--- config.mk ---
export PLATFORM = sky130hd
export DESIGN_NAME = inv_sub_bytes_iter
export DESIGN_NICKNAME = d
export VERILOG_FILES = /design/src/rtl/inv_sub_bytes_iter.sv
export SDC_FILE = /design/constraint.sdc
export NUM_CORES = 2
export LEC_CHECK = 0
export ABC_CLOCK_PERIOD_IN_PS = 19000
export CAP_MARGIN = 20
export CORE_MARGIN = 1
export CORE_UTILIZATION = 65
export CTS_BUF_LIST = sky130_fd_sc_hd__clkbuf_16
export CTS_CLUSTER_DIAMETER = 60
export DETAILED_ROUTE_END_ITERATION = 6
export PLACE_DENSITY_LB_ADDON = 0.08
export SLEW_MARGIN = 20
export SYNTH_ARGS = -nofsm -noshare
export SYNTH_HDL_FRONTEND = slang
export SYNTH_SLANG_ARGS = --single-unit
--- constraint.sdc ---
create_clock -name clk -period 19 [get_ports clk]
set_clock_uncertainty 0.1 [all_clocks]
set_input_delay 5.7 -clock clk [delete_from_list [all_inputs] [get_ports clk]]
set_output_delay 5.7 -clock clk [all_outputs]
set_load 0.005 [all_outputs]
--- src/rtl/inv_sub_bytes_iter.sv ---
// inv_sub_bytes_iter: AES InvSubBytes over a 128-bit state, LANES bytes per cycle through a shared buffer.
module inv_sub_bytes_iter #(
  parameter int LANES = 4
) (
  input  logic         clk,
  input  logic         rst,
  input  logic         clear,
  input  logic         in_valid,
  output logic         in_ready,
  input  logic [127:0] in_state,
  output logic         out_valid,
  input  logic         out_ready,
  output logic [127:0] out_state,
  output logic         busy
);
  localparam int GROUPS = 16 / LANES;
  localparam int CW = GROUPS > 1 ? $clog2(GROUPS) : 1;
  typedef enum logic [1:0] {IDLE, BUSY, DONE} state_t;
  state_t state;
  logic [127:0] buffer, sub;
  logic [CW-1:0] cnt;
  function automatic logic [7:0] gmul(input logic [7:0] a, input logic [7:0] b);
    logic [7:0] p, x;
    p = 8'h00;
    x = a;
    for (int i = 0; i < 8; i++) begin
      p = b[i] ? p ^ x : p;
      x = {x[6:0], 1'b0} ^ (x[7] ? 8'h1b : 8'h00);
    end
    return p;
  endfunction
  // a^254 is the multiplicative inverse in GF(2^8), and maps 0 to 0
  function automatic logic [7:0] ginv(input logic [7:0] a);
    logic [7:0] r, s;
    r = 8'h01;
    s = a;
    for (int i = 0; i < 7; i++) begin
      s = gmul(s, s);
      r = gmul(r, s);
    end
    return r;
  endfunction
  function automatic logic [7:0] inv_sbox(input logic [7:0] y);
    logic [7:0] t;
    t = {y[6:0], y[7]} ^ {y[4:0], y[7:5]} ^ {y[1:0], y[7:2]} ^ 8'h05;
    return ginv(t);
  endfunction
  always_comb begin
    sub = buffer;
    for (int l = 0; l < LANES; l++)
      sub[(int'(cnt) * LANES + l) * 8 +: 8] = inv_sbox(buffer[(int'(cnt) * LANES + l) * 8 +: 8]);
  end
  assign out_state = buffer;
  always_ff @(posedge clk or posedge rst) begin
    if (rst) begin
      state     <= IDLE;
      buffer    <= '0;
      cnt       <= '0;
      in_ready  <= 1'b1;
      out_valid <= 1'b0;
      busy      <= 1'b0;
    end else if (clear) begin
      state     <= IDLE;
      cnt       <= '0;
      in_ready  <= 1'b1;
      out_valid <= 1'b0;
      busy      <= 1'b0;
    end else begin
      case (state)
        IDLE: if (in_valid) begin
          buffer   <= in_state;
          cnt      <= '0;
          state    <= BUSY;
          in_ready <= 1'b0;
          busy     <= 1'b1;
        end
        BUSY: begin
          buffer <= sub;
          if (cnt == CW'(GROUPS - 1)) begin
            cnt       <= '0;
            state     <= DONE;
            out_valid <= 1'b1;
          end else begin
            cnt <= cnt + CW'(1);
          end
        end
        DONE: if (out_ready) begin
          state     <= IDLE;
          out_valid <= 1'b0;
          in_ready  <= 1'b1;
          busy      <= 1'b0;
        end
        default: state <= IDLE;
      endcase
    end
  end
endmodule

==> run metrics <==
vias in the first global route=54,100; share of cells above drive strength 1=under 10%; Gate Count Post-Synth=8,279; Slew headroom=between 10% and 20%; Avg Inst Size Synth=between 7 and 8 um2; area grow syn2layout=8.65%; worst min-delay path class=reg2reg; Synthesized Nets=between 8,000 and 9,000; DR vias/cell=about 6.3; GR Overflow Total=0; max cap viols=0; CTS H-tree lvls=4; Clk pin slew, worst setup/hold paths=around 0.07 ns; final setup fails=0; most frequent cells in the layout=xnor2_1, nor2_1, nand2_1; async set-reset flop share out of synthesis=between 90% and 100%; Total Routing Usage GR=roughly 39%; final worst-path cycle share=~95%; WP data arrival=~18 ns; final wirelength=190 mm; Slew @ Worst Pin=between 1 and 1.5 ns; Slowest-stage cell, CP=mux4_2; fin crit period=roughly 18 ns; Sink Count=135; RSZ-0062 raised after global routing=false; I/O pins=264; largest net degree at the start of global routing=about 90; Root Buffer=clkbuf_16; Skew-Pair Late Insertion Delay=around 0.55 ns; Cell variety after synth=between 100 and 150; CP Class=reg2reg; die area=between 90,000 and 100,000 um2; synth warn=0; gp weighted congestion=~1.0; outcome=complete, no violations; TritonCTS clock tree=yes; highest clock rate=0.0555 GHz; setup_tns=0 ns; via count=59,700; post-route ant nets=0; Die Ht=about 300 um; final hold vios=0; final slew viol count=0; most frequent CP cell=xnor2_1; IO Port Bufs=263; initial DRC count=6,944; main flop type after synthesis=dfrtp_1; CP max FO=31; delay of the slowest critical-path stage=about 0.83 ns; Critical Path End Type=flop; starting density of the core=65.7%; post-DP HPWL=around 140 mm; Post-CTS Hold Buffers=0; Post-route DRC=0; nets=8,461; Startpoint Class=flop; clock tree buffer depth=2; DR WL/cell=20.0 um; Netlist Area Pre-Place=between 60,000 and 70,000 um2; Die W=306 um; Post-synth EDFFs=0; most common cell after layout, fill and taps aside=xnor2_1; DRT Pass-1 Iters=6; area of the core=~92,000 um2; FP Rows=111; register area share after synthesis=around 5.6%; CP Data Required Time=19.36 ns; register bit total from synthesis=about 140; antenna violations before repair=9; CTS buffer count=17; first-pass GRT wire length=~300 mm
logic make-up (layout without fill, tap and decap cells):
kind of cell / Yosys count / after routing / synth area share [%]
buf+inv: 691 / 727 / 4.98
simple gates: 2804 / 2804 / 20.1
fa+ha+maj: 31 / 31 / 0.619
xor+xnor: 2639 / 2639 / 45.3
other cells: 0 / 4 / 0
flops: 135 / 135 / 5.61
mux: 253 / 254 / 5.09
compound gates: 1726 / 1726 / 18.3
state kept, by name, summed over array words and instances, names as in the netlist:
| register | flops |
|---|---|
| busy | 1 |
| cnt | 2 |
| in_ready | 1 |
| out_state | 128 |
| out_valid | 1 |
| state | 2 |
cells in the mapped netlist (85+ instances only):
| cell type | instances | share of area (%) |
|---|---|---|
| dfrtp_1 | 134 | 5.6 |
| clkbuf_1 | 351 | 2.2 |
| xnor3_1 | 111 | 4.2 |
| xnor2_2 | 124 | 3.3 |
| inv_1 | 92 | 0.57 |
| xor2_1 | 449 | 6.5 |
| o21ai_1 | 121 | 1.0 |
| mux2i_1 | 172 | 2.9 |
| xnor2_1 | 1831 | 27 |
| o22ai_1 | 101 | 1.0 |
| buf_2 | 119 | 0.99 |
| nand2b_1 | 85 | 0.88 |
| nor2_1 | 1135 | 7.1 |
| nor3_1 | 148 | 1.2 |
| nand3_1 | 159 | 1.3 |
| a22oi_1 | 171 | 2.1 |
| a21oi_1 | 410 | 3.4 |
| nor2b_1 | 100 | 1.0 |
| nand2_1 | 949 | 5.9 |
| o21ai_0 | 381 | 3.2 |
metrics by stage:
step / utilization [%] / hold slack (ns) / setup WS, ns / area, um2 / std cells
2_1_floorplan: - / 0.390 / 2.59 / 60200 / 8279
3_3_place_gp: 70.3 / 0.393 / 0.849 / 64500 / 9452
3_5_place_dp: 70.4 / 0.396 / 0.559 / 64500 / 9452
4_1_cts: 71.0 / 0.410 / 0.461 / 65000 / 9484
5_1_grt: 71.4 / 0.432 / 0.00937 / 65400 / 9504
6_report: 71.4 / 0.407 / 0.974 / 65400 / 9506
final timing paths:
check | start | end | slack [ns] | depth (start not counted)
max | cnt[0] | out_state[60] | 0.97 | 57
min | out_state[110] | out_state[110] | 0.41 | 2
max reg2reg | cnt[0] | out_state[60] | 0.97 | 57
min reg2reg | out_state[110] | out_state[110] | 0.41 | 2
max in group asynchronous | rst | out_state[34] | 11.91 | 3
min in group asynchronous | rst | out_state[89] | 5.66 | 2
routing by layer:
metal	part of all wire, %	global-route usage (%)	routed length (um)
met5	0.036	0	69
met4	3.4	14.1	6420
met3	10	7.00	19300
met2	45	60.5	85800
met1	41	52.7	78500
repair_timing:
item | 4_1_cts | 5_1_grt
endpoints found under the setup margin | 0 | 124
buffers inserted | 0 | 14
resized for setup | 0 | 7
critical path, delay by kind of cell (launching register included):
family	cells	cell delay [ns]
fa+ha+maj	2	1.22
xor+xnor	29	9.97
buf+inv	7	1.75
flops	1	0.44
compound gates	7	1.47
mux	3	1.45
simple gates	9	1.49
final cells by class:
type | count | area, um2
multi-input cells | 7454 | 54500
diodes | 4 | 10.0
clock inverters | 15 | 131
repair buffers | 570 | 5030
fillers | 7756 | 26200
flip-flops and latches | 135 | 3390
inverters | 125 | 477
clock buffers | 17 | 425
well taps | 1186 | 1480
Power is not shown: default switching activity piles up to over one toggle a cycle in this logic, so the estimate is an artifact.
